[src/rtl/lift_req_queue.sv]
// Hall-call request front end: per-button trackers feed an in-order FIFO of request codes.
// Define LIFT_REQ_DEBOUNCE_EN to replace rise detection with a DEB_CYCLES hold-time debounce.
module lift_req_queue #(
    parameter int DEPTH      = 8,
    parameter int DEB_CYCLES = 4
) (
    input  logic       clk,
    input  logic       rst,
    input  logic [5:0] btn,
    input  logic       done,
    output logic [2:0] din,
    output logic       qEmpty,
    output logic [5:0] lamp,
    output logic [3:0] count
);
    // state   | meaning
    // IDLE    | no request outstanding for this button
    // LATCHED | press captured, waiting for a FIFO slot
    // QUEUED  | code sits in the FIFO, cleared when popped
    typedef enum logic [1:0] {
        IDLE    = 2'd0,
        LATCHED = 2'd1,
        QUEUED  = 2'd2
    } trk_t;

    localparam logic [2:0] LAST    = 3'(DEPTH - 1);
    localparam logic [3:0] DEPTH_C = 4'(DEPTH);

    if (DEPTH < 2 || DEPTH > 8) begin : g_bad_depth
        $error("lift_req_queue: DEPTH out of range");
    end
    if (DEB_CYCLES < 2 || DEB_CYCLES > 15) begin : g_bad_deb
        $error("lift_req_queue: DEB_CYCLES out of range");
    end

    function automatic logic [2:0] code_of(input logic [2:0] idx);
        case (idx)
            3'd0:    code_of = 3'b001;
            3'd1:    code_of = 3'b010;
            3'd2:    code_of = 3'b011;
            3'd3:    code_of = 3'b110;
            3'd4:    code_of = 3'b111;
            3'd5:    code_of = 3'b100;
            default: code_of = 3'b000;
        endcase
    endfunction

    function automatic logic [2:0] idx_of(input logic [2:0] code);
        case (code)
            3'b001:  idx_of = 3'd0;
            3'b010:  idx_of = 3'd1;
            3'b011:  idx_of = 3'd2;
            3'b110:  idx_of = 3'd3;
            3'b111:  idx_of = 3'd4;
            3'b100:  idx_of = 3'd5;
            default: idx_of = 3'd7;
        endcase
    endfunction

    trk_t       trk     [6];
    trk_t       trk_nxt [6];
    logic [5:0] press;
    logic [5:0] pend;
    logic [5:0] pend_nxt;
    logic [2:0] mem [8];
    logic [2:0] wr_ptr;
    logic [2:0] rd_ptr;
    logic [3:0] cnt;
    logic       pop;
    logic       full;
    logic       ins_en;
    logic       found;
    logic [2:0] ins_idx;
    logic [2:0] pop_idx;

`ifdef LIFT_REQ_DEBOUNCE_EN
    localparam logic [3:0] DEB_MAX = 4'(DEB_CYCLES);
    logic [3:0] hold [6];

    // Counter parks at DEB_MAX so a long hold yields a single recognition.
    always_ff @(posedge clk or posedge rst) begin
        if (rst) begin
            for (int i = 0; i < 6; i++) hold[i] <= 4'd0;
        end else begin
            for (int i = 0; i < 6; i++) begin
                if (!btn[i])
                    hold[i] <= 4'd0;
                else if (hold[i] != DEB_MAX)
                    hold[i] <= hold[i] + 4'd1;
            end
        end
    end

    always_comb begin
        for (int i = 0; i < 6; i++)
            press[i] = btn[i] && (hold[i] == DEB_MAX - 4'd1);
    end
`else
    logic [5:0] btn_q;

    always_ff @(posedge clk or posedge rst) begin
        if (rst) btn_q <= 6'd0;
        else     btn_q <= btn;
    end

    assign press = btn & ~btn_q;
`endif

    assign pop     = done && (cnt != 4'd0);
    assign full    = (cnt == DEPTH_C);
    assign pop_idx = idx_of(mem[rd_ptr]);

    // Descending scan so the lowest-index latched button wins.
    always_comb begin
        found   = 1'b0;
        ins_idx = 3'd0;
        for (int i = 5; i >= 0; i--) begin
            if (trk[i] == LATCHED) begin
                found   = 1'b1;
                ins_idx = 3'(i);
            end
        end
        ins_en = found && (!full || pop);
    end

    // A press landing on the edge that pops the same button is remembered in pend.
    always_comb begin
        for (int i = 0; i < 6; i++) begin
            trk_nxt[i]  = trk[i];
            pend_nxt[i] = 1'b0;
            case (trk[i])
                IDLE:    if (press[i] || pend[i]) trk_nxt[i] = LATCHED;
                LATCHED: if (ins_en && ins_idx == 3'(i)) trk_nxt[i] = QUEUED;
                QUEUED: begin
                    if (pop && pop_idx == 3'(i)) begin
                        trk_nxt[i]  = IDLE;
                        pend_nxt[i] = press[i];
                    end
                end
                default: trk_nxt[i] = IDLE;
            endcase
        end
    end

    always_ff @(posedge clk or posedge rst) begin
        if (rst) begin
            for (int i = 0; i < 6; i++) trk[i] <= IDLE;
            pend   <= 6'd0;
            wr_ptr <= 3'd0;
            rd_ptr <= 3'd0;
            cnt    <= 4'd0;
        end else begin
            for (int i = 0; i < 6; i++) trk[i] <= trk_nxt[i];
            pend <= pend_nxt;
            if (ins_en) wr_ptr <= (wr_ptr == LAST) ? 3'd0 : wr_ptr + 3'd1;
            if (pop)    rd_ptr <= (rd_ptr == LAST) ? 3'd0 : rd_ptr + 3'd1;
            case ({ins_en, pop})
                2'b10:   cnt <= cnt + 4'd1;
                2'b01:   cnt <= cnt - 4'd1;
                default: cnt <= cnt;
            endcase
        end
    end

    always_ff @(posedge clk) begin
        if (ins_en) mem[wr_ptr] <= code_of(ins_idx);
    end

    always_comb begin
        for (int i = 0; i < 6; i++) lamp[i] = (trk[i] != IDLE);
    end

    assign count  = cnt;
    assign qEmpty = (cnt == 4'd0);
    assign din    = (cnt != 4'd0) ? mem[rd_ptr] : 3'b000;

endmodule

[config.mk]
export PLATFORM = sky130hd
export DESIGN_NAME = lift_req_queue
export DESIGN_NICKNAME = d
export VERILOG_FILES = /design/src/rtl/lift_req_queue.sv
export SDC_FILE = /design/constraint.sdc
export NUM_CORES = 1
export LEC_CHECK = 0
export BUFFER_PORTS_ARGS = -buffer_cell sky130_fd_sc_hd__buf_4
export CAP_MARGIN = 20
export CORE_ASPECT_RATIO = 1.5
export CORE_MARGIN = 8
export CORE_UTILIZATION = 59
export DETAILED_ROUTE_END_ITERATION = 7
export PLACE_DENSITY = 0.79
export RECOVER_POWER = 50
export REMOVE_ABC_BUFFERS = 1
export SYNTH_ARGS = -nofsm -noshare
export SYNTH_HDL_FRONTEND = slang
export SYNTH_SLANG_ARGS = --single-unit
[constraint.sdc]
create_clock -name clk -period 2.7 [get_ports clk]
set_input_delay 0.54 -clock clk [delete_from_list [all_inputs] [get_ports clk]]
set_output_delay 0.54 -clock clk [all_outputs]
set_load 0.05 [all_outputs]
# Word level (Yosys, flattened, before mapping)
# Memory sizes are Yosys's and may differ from the RTL's.
# Index checks and enable logic that the tools add are counted.
# op_classes
mux,57
n_addsub,4
n_bitwise,2
n_reduce_logical,45
eq_ne,51
# op_table
op,n
$mux 2,18
$pmux 2 s3,6
$pmux 3 s6,2
$mux 3,10
$eq 3x3->1 const B,9
$ne 2x2->1 const B,12
$mux 1,20
$eq 3x2->1 const B,6
$reduce_and 3->1,6
$eq 2x1->1 const B,7
$eq 2x2->1 const B,7
$logic_and 1x1->1,14
$reduce_bool 2->1,7
$logic_not 2->1,6
$ne 2x1->1 const B,6
$eq 3x1->1 const B,3
$pmux 4 s2,1
$logic_or 1x1->1,7
$add 3x1->3 const B,2
$and 6x6->6,1
$logic_not 3->1,2
$not 6->6,1
$add 4x1->4 const B,1
$eq 4x4->1 const B,1
other kinds (4),4
# totals
mem_bits_rw,24
n_memories,1
wordCells,171
inputBits,9
output_inout_bits,14
reg_bits,34
# memory_table
memory,depth,word_bits,read_ports,rd_ports_with_merged_regs,wr,line,source
mem,8,3,1,0,1,65,logic [2:0] mem [8];

# Logic depth before layout (Yosys ltp)
# Gate-level depths: netlist of the first run.
# depth
word_depth,11
mapped_depth,11
ltp_nobuf,10

# Worst setup path after synthesis of the first run
# Ideal clock, no wire load.
# synth_path
path_type,register to register
startpoint,"reg cnt[3], in the netlist count[3]"
endpoint,"reg cnt[3], in the netlist count[3]"
required_ns,2.552
synth_period_minus_slack_ns,2.943
setup_ns,0.148
arrival_time_ns,2.794
stages_incl_launch_ff,11
path_slack_ns,-0.243
n_path_buf,0
path_cell_list,dfrtp_1 nor4_4 nor2b_1 nand3_1 inv_1 ha_1 a21o_1 a21oi_1 nand4_1 o31ai_1 xor2_1
# synth_via
elab_chain_len,6
word_cells_on_any_way,12
classes_between,add/sub: 2; eq/ne: 3; mux: 1; reduce/logical: 6
# synth_rtl
item,line,source
from (decl),68,logic [3:0] cnt;
from (signal assigned),158,2'b10: cnt <= cnt + 4'd1;
from (signal assigned),159,2'b01: cnt <= cnt - 4'd1;
from (signal assigned),160,default: cnt <= cnt;
$eq 4x4->1 or $reduce_bool 4->1 (tied branches),"110, 109",
$logic_not 1->1 or $logic_and 1x1->1 (tied branches),"123, 109",
$logic_or 1x1->1,123,ins_en = found && (!full || pop);
$logic_and 1x1->1,123,
$eq 2x1->1 or $eq 2x2->1 (tied branches),157,"case ({ins_en, pop})"
$pmux 4 s2 or $reduce_bool 2->1 (tied branches),n/a,
# Several ways; a longest one is shown, not always the timed one.
# A chain may end at the register's enable or synchronous reset.

# Worst setup path in the final report of the first run
# layout_path
startpoint,reg rd_ptr[0]
endpoint,out din[0]
# layout_via
elab_chain_len,2
# layout_rtl
item,line,source
from (decl),67,logic [2:0] rd_ptr;
from (signal assigned),156,if (pop) rd_ptr <= (rd_ptr == LAST) ? 3'd0 : rd_ptr + 3'd1;
$mem_v2 8x3,n/a,
$mux 3,175,assign din = (cnt != 4'd0) ? mem[rd_ptr] : 3'b000;
to (decl),11,"output logic [2:0] din,"
# No other way between the ends.

==> impl_metrics.env, run 1 <==
export IMPL_whs_endpoint="btn_q[1]$_DFF_PP0_"
export IMPL_drive_above_1_share_pct=18.5
export IMPL_cp_num_buf_inv=1
export IMPL_grt_overflow=0
export IMPL_synth_seq_cells=58
export IMPL_syn_to_final_growth_pct=13.5
export IMPL_worstPathArrival_ns=1.95
export IMPL_rsz0062_at_grt="no"
export IMPL_insertedDiodeCount=0
export IMPL_synth_cell_type_count=51
export IMPL_cp_end_kind="output port"
export IMPL_grt_pass1_vias=1902
export IMPL_pin_count=23
export IMPL_hold_depth=1
export IMPL_cts_buffer_depth=2
export IMPL_finalWorstSetupSlack_ns=0.210
export IMPL_clock_skew_ns=0.00782
export IMPL_num_vias=1797
export IMPL_die_height_um=99.2
export IMPL_vias_per_cell=5.95
export IMPL_synth_edf_count=24
export IMPL_rows=30
export IMPL_clk_pin_slew_worst_paths_ns=0.06
export IMPL_worstSetupPathType="reg -> out"
export IMPL_maxSlewViolCount=35
export IMPL_r2r_cells=10
export IMPL_timing_hold_ws_ns=0.345
export IMPL_place_hpwl_mm=4.08
export IMPL_r2r_end="count[3]$_DFFE_PP0P_"
export IMPL_placed_cell_area_um2=2960
export IMPL_cts_buffers=9
export IMPL_maxSlewHeadroom_pct=-19.5
export IMPL_grt_max_degree=35
export IMPL_core_um2=4470
export IMPL_synth_top_cells_by_area="dfrtp_1 (31%), edfxtp_1 (26%), nand2b_1 (3.7%), mux4_2 (3.3%), ha_1 (2.8%)"
export IMPL_synth_main_ff_cell="dfrtp_1"
export IMPL_grt_util_all_layers_pct=16.8
export IMPL_max_clock_freq_mhz=402
export IMPL_routed_wl_mm=5.45
export IMPL_yosys_cell_count_top_type="dfrtp_1"
export IMPL_min_from="btn[1]"
export IMPL_antenna_found_initial=0
export IMPL_setup_tns_ns=0
export IMPL_violations="capacitance limit, slew limit"
export IMPL_drtAntennaViolNets=0
export IMPL_status="complete, but fails checks"
export IMPL_drt_pass1_iter_count=6
export IMPL_cts_setup_buffers=0
export IMPL_regToRegSetupSlack_ns=0.41
export IMPL_clkLatencyLatePin_ns=0.33
export IMPL_worstSetupStartpointType="flip-flop"
export IMPL_hold_class="in -> reg"
export IMPL_cts_sinks=58
export IMPL_cap_viol_max_count=1
export IMPL_finalCritPeriodShare_pct=92.2
export IMPL_ys_top_cells_by_count="dfrtp_1 (34), edfxtp_1 (24), nand2b_1 (16), nor3_1 (15)"
export IMPL_final_nets=265
export IMPL_crit_required_ns=2.16
export IMPL_htreeDepth=3
export IMPL_slowest_stage="mux4_2"
export IMPL_portBuffers=22
export IMPL_route_detailed_drc=0
export IMPL_die_w_um=71.5
export IMPL_drt_iter0_drc=129
export IMPL_path_cells="mux4_2 > mux2i_4 > nor2_1 > buf_4"
export IMPL_async_reset_ff_share_pct=58.6
export IMPL_max_stage_delay_ns=0.58
export IMPL_synth_area_um2=2720
export IMPL_holdBufCountCts=0
export IMPL_hold_viol=0
export IMPL_globalplace_congestion=0.825
export IMPL_grt_pass1_wl_mm=8.88
export IMPL_clock_tree_root_cell="clkbuf_8"
export IMPL_yosysSeqAreaShare_pct=57.7
export IMPL_finalSetupViolations=0
export IMPL_cts_resized=0
export IMPL_rr_startpoint="count[3]$_DFFE_PP0P_"
export IMPL_final_area_um2=3090
export IMPL_synth_top_area_share_pct=31.3
export IMPL_wl_per_cell_um=18.0
export IMPL_cp_max_fo=11
export IMPL_cts_tree="yes"
export IMPL_cp_top_family="multiplexers"
export IMPL_syn_avg_cell_area_um2=12.7
export IMPL_start_util_pct=61.0
export IMPL_dieArea_um2=7090
export IMPL_worst_pin_slew_ns=1.79
export IMPL_place_ws_ns=0.376
export IMPL_post_route_min_period_ns=2.49
export IMPL_synth_cells=215
export IMPL_synth_top_area_cell="dfrtp_1"
export IMPL_ys_warn_count=0
registers in the layout, indices dropped and copies added (netlist names):
name	cells
trk	12
rd_ptr	3
btn_q	6
mem	24
count	4
pend	6
wr_ptr	3
layout by cell type, fill, tap and decap left out, types with 3 or more instances in the layout:
master and count:
dfrtp_1 33, edfxtp_1 24, nand2b_1 16, nor3_1 15, buf_4 14, nand2_1 12
nor2_1 12, clkbuf_1 11, nor2b_1 10, clkbuf_8 9, or2_2 6, ha_1 6
inv_1 5, mux2i_1 5, nand3_1 5, a21o_1 4, nand4_1 4, a21oi_1 4
mux4_2 4, clkbuf_4 4, nor4_1 3, nand3b_1 3, a211oi_1 3, clkinv_1 3
routing by layer:
layer	part of all wire [%]	wire length, um	vias up	GRT usage [%]
li1	-	-	863	-
met1	38	2050	879	17.0
met2	56	3060	42	29.6
met3	3.8	207	13	4.93
met4	2.3	126	0	9.64
met5	0	0	-	0
logic make-up (layout without fill, tap and decap cells):
| kind of cell | Yosys count | in the layout | share of synthesized area [%] |
|---|---|---|---|
| flops | 58 | 58 | 57.7 |
| compound gates | 28 | 28 | 7.12 |
| fa+ha+maj | 7 | 7 | 3.49 |
| xor+xnor | 3 | 3 | 0.965 |
| mux | 14 | 14 | 8.04 |
| buf+inv | 9 | 48 | 1.61 |
| simple gates | 96 | 96 | 21.0 |
final cells by class:
| cell class | instances | area (um2) |
|---|---|---|
| Inverter | 5 | 18.8 |
| Clock buffer | 11 | 131 |
| Clock inverter | 5 | 46.3 |
| Fill cell | 319 | 1380 |
| Tap cell | 48 | 60.1 |
| Timing Repair Buffer | 27 | 169 |
| Multi-Input combinational cell | 148 | 1090 |
| Sequential cell | 58 | 1570 |
metrics by stage:
| step | utilization, % | std cells |
|---|---|---|
| finish | 69.2 | 302 |
| global route | 69.2 | 302 |
| CTS | 70.3 | 302 |
| detailed placement | 66.3 | 286 |
| global placement | 66.3 | 286 |
| floorplan | - | 211 |
worst max path at each step:
stage | start | depth (start not counted) | slack, ns | end
6_report | rd_ptr[0]$_DFFE_PP0P_ | 4 | 0.21 | din[0]
5_1_grt | rd_ptr[0]$_DFFE_PP0P_ | 4 | 0.10 | din[0]
4_1_cts | rd_ptr[0]$_DFFE_PP0P_ | 4 | 0.01 | din[0]
3_5_place_dp | rd_ptr[0]$_DFFE_PP0P_ | 4 | 0.38 | din[0]
3_3_place_gp | rd_ptr[0]$_DFFE_PP0P_ | 4 | 0.43 | din[0]
2_1_floorplan | count[3]$_DFFE_PP0P_ | 10 | -0.24 | count[3]$_DFFE_PP0P_
Power of run 1 is not shown: default switching activity piles up to over one toggle a cycle in this logic, so the estimate is an artifact.
==> run 2, diff against run 1 <==
--- a/config.mk
+++ b/config.mk
@@ -6,11 +6,11 @@
 export NUM_CORES = 1
 export LEC_CHECK = 0
 export BUFFER_PORTS_ARGS = -buffer_cell sky130_fd_sc_hd__buf_4
-export CAP_MARGIN = 20
 export CORE_ASPECT_RATIO = 1.5
 export CORE_MARGIN = 8
 export CORE_UTILIZATION = 59
 export DETAILED_ROUTE_END_ITERATION = 7
+export MAX_ROUTING_LAYER = met4
 export PLACE_DENSITY = 0.79
 export RECOVER_POWER = 50
 export REMOVE_ABC_BUFFERS = 1
==> constraint.sdc (replaced) <==
create_clock -name clk -period 2.5 [get_ports clk]
set_input_delay 0.5 -clock clk [delete_from_list [all_inputs] [get_ports clk]]
set_output_delay 0.5 -clock clk [all_outputs]
set_load 0.05 [all_outputs]
==> impl_metrics.env, run 2 (same netlist as run 1, synthesis figures left out) <==
export IMPL_holdBufCountCts=0
export IMPL_worstPathArrival_ns=1.84
export IMPL_maxSlewViolCount=35
export IMPL_largestRegisters="mem: 24 flops, trk: 12 flops"
export IMPL_crit_required_ns=2.00
export IMPL_post_route_min_period_ns=2.34
export IMPL_globalplace_congestion=0.815
export IMPL_worstSetupPathType="reg -> out"
export IMPL_insertedDiodeCount=0
export IMPL_clock_tree_root_cell="clkbuf_8"
export IMPL_grt_max_degree=35
export IMPL_clock_skew_ns=0.00491
export IMPL_slowest_stage="mux4_2"
export IMPL_hold_viol=0
export IMPL_layout_commonest_cell="dfrtp_1"
export IMPL_drtAntennaViolNets=0
export IMPL_layout_common_cells="dfrtp_1 (33), edfxtp_1 (24), nand2b_1 (16), buf_4 (16), nor3_1 (15)"
export IMPL_status="complete, but fails checks"
export IMPL_cp_depth=4
export IMPL_grt_pass1_wl_mm=8.71
export IMPL_path_cells="mux4_2 > mux2i_4 > nor2_1 > buf_4"
export IMPL_clkLatencyLatePin_ns=0.33
export IMPL_core_um2=4470
export IMPL_cts_buffers=9
export IMPL_place_ws_ns=0.233
export IMPL_antenna_found_initial=0
export IMPL_dieArea_um2=7090
export IMPL_top_register="mem"
export IMPL_cts_sinks=58
export IMPL_cap_viol_max_count=1
export IMPL_max_clock_freq_mhz=427
export IMPL_start_util_pct=61.0
export IMPL_routed_wl_mm=5.42
export IMPL_grt_util_all_layers_pct=17.0
export IMPL_rsz0062_at_grt="no"
export IMPL_maxSlewHeadroom_pct=-20.1
export IMPL_die_w_um=71.5
export IMPL_clk_pin_slew_worst_paths_ns=0.06
export IMPL_die_height_um=99.2
export IMPL_portBuffers=22
export IMPL_hold_depth=1
export IMPL_violations="capacitance limit, slew limit"
export IMPL_cp_num_buf_inv=1
export IMPL_drive_above_1_share_pct=20.9
export IMPL_cp_top_family="multiplexers"
export IMPL_worstSetupStartpointType="flip-flop"
export IMPL_worst_pin_slew_ns=1.80
export IMPL_largest_reg_flops=24
export IMPL_syn_to_final_growth_pct=16.7
export IMPL_place_inst=287
export IMPL_wl_per_cell_um=17.7
export IMPL_finalWorstSetupSlack_ns=0.160
export IMPL_vias_per_cell=5.97
export IMPL_stdcell_count=306
export IMPL_final_area_um2=3180
export IMPL_finalCritPeriodShare_pct=93.6
export IMPL_grt_overflow=0
export IMPL_place_hpwl_mm=4.06
export IMPL_pin_count=23
export IMPL_cts_tree="yes"
export IMPL_cp_end_kind="output port"
export IMPL_final_nets=269
export IMPL_r2r_cells=10
export IMPL_grt_pass1_vias=1832
export IMPL_drt_iter0_drc=116
export IMPL_placed_cell_area_um2=2970
export IMPL_cp_max_fo=6
export IMPL_htreeDepth=3
export IMPL_finalSetupViolations=0
export IMPL_route_detailed_drc=0
export IMPL_cts_buffer_depth=2
export IMPL_rows=30
export IMPL_drt_pass1_iter_count=4
export IMPL_hold_class="in -> reg"
export IMPL_regToRegSetupSlack_ns=0.24
export IMPL_num_vias=1826
export IMPL_max_stage_delay_ns=0.55
==> run 2: cell count changes in the layout (fill, tap and decap cells not counted), moves of 2 or more <==
cell       before  now
buf_4          14   16
clkbuf_1       11    9
bufinv_16       1    3
clkinv_1        3    1
==> run 2: what timing repair did <==
item,4_1_cts,5_1_grt
endpoints found under the setup margin,2,2
setup buffers,0,3
resized for setup,1,0
==> run 2: path summary, 6_finish.rpt <==
kind | endpoint | start
setup reg to reg | count[3]$_DFFE_PP0P_ | count[3]$_DFFE_PP0P_
min in group asynchronous | count[0]$_DFFE_PP0P_ | rst
hold / removal | btn_q[2]$_DFF_PP0_ | btn[2]
setup / recovery | din[0] | rd_ptr[0]$_DFFE_PP0P_
hold reg to reg | pend[0]$_DFF_PP0_ | btn_q[0]$_DFF_PP0_
max in group asynchronous | rd_ptr[0]$_DFFE_PP0P_ | rst
==> run 2: area by class of cell <==
type	count	area (um2)
Clock buffer	10	138
Clock inverter	6	104
Fill cell	314	1290
Inverter	5	18.8
Multi-Input combinational cell	148	1090
Sequential cell	58	1570
Tap cell	48	60.1
Timing Repair Buffer	31	196
==> run 2: metal layers <==
layer,vias to the layer above,global-route usage [%],share of wire [%]
li1,870,-,-
met1,908,16.6,39
met2,35,29.0,55
met3,13,6.04,2.6
met4,0,8.69,3.0
met5,-,-,0
==> run 2: through the flow <==
stage               hold slack (ns)  util [%]  setup TNS (ns)
CTS                           0.267      71.9               0
floorplan                     0.425         -          -0.691
global placement              0.436      66.4               0
global route                  0.282      71.1               0
finish                        0.304      71.1               0
detailed placement            0.449      66.4               0
==> run 2: worst reg2reg max path: cells and delay by family, from the launching register on <==
| kind | cells | cell delay (ns) |
|---|---|---|
| compound gates | 3 | 0.44 |
| buf+inv | 1 | 0.08 |
| flops | 1 | 0.44 |
| xor+xnor | 1 | 0.18 |
| fa+ha+maj | 1 | 0.27 |
| simple gates | 4 | 0.77 |
Power of run 2 is left out for the same reason.
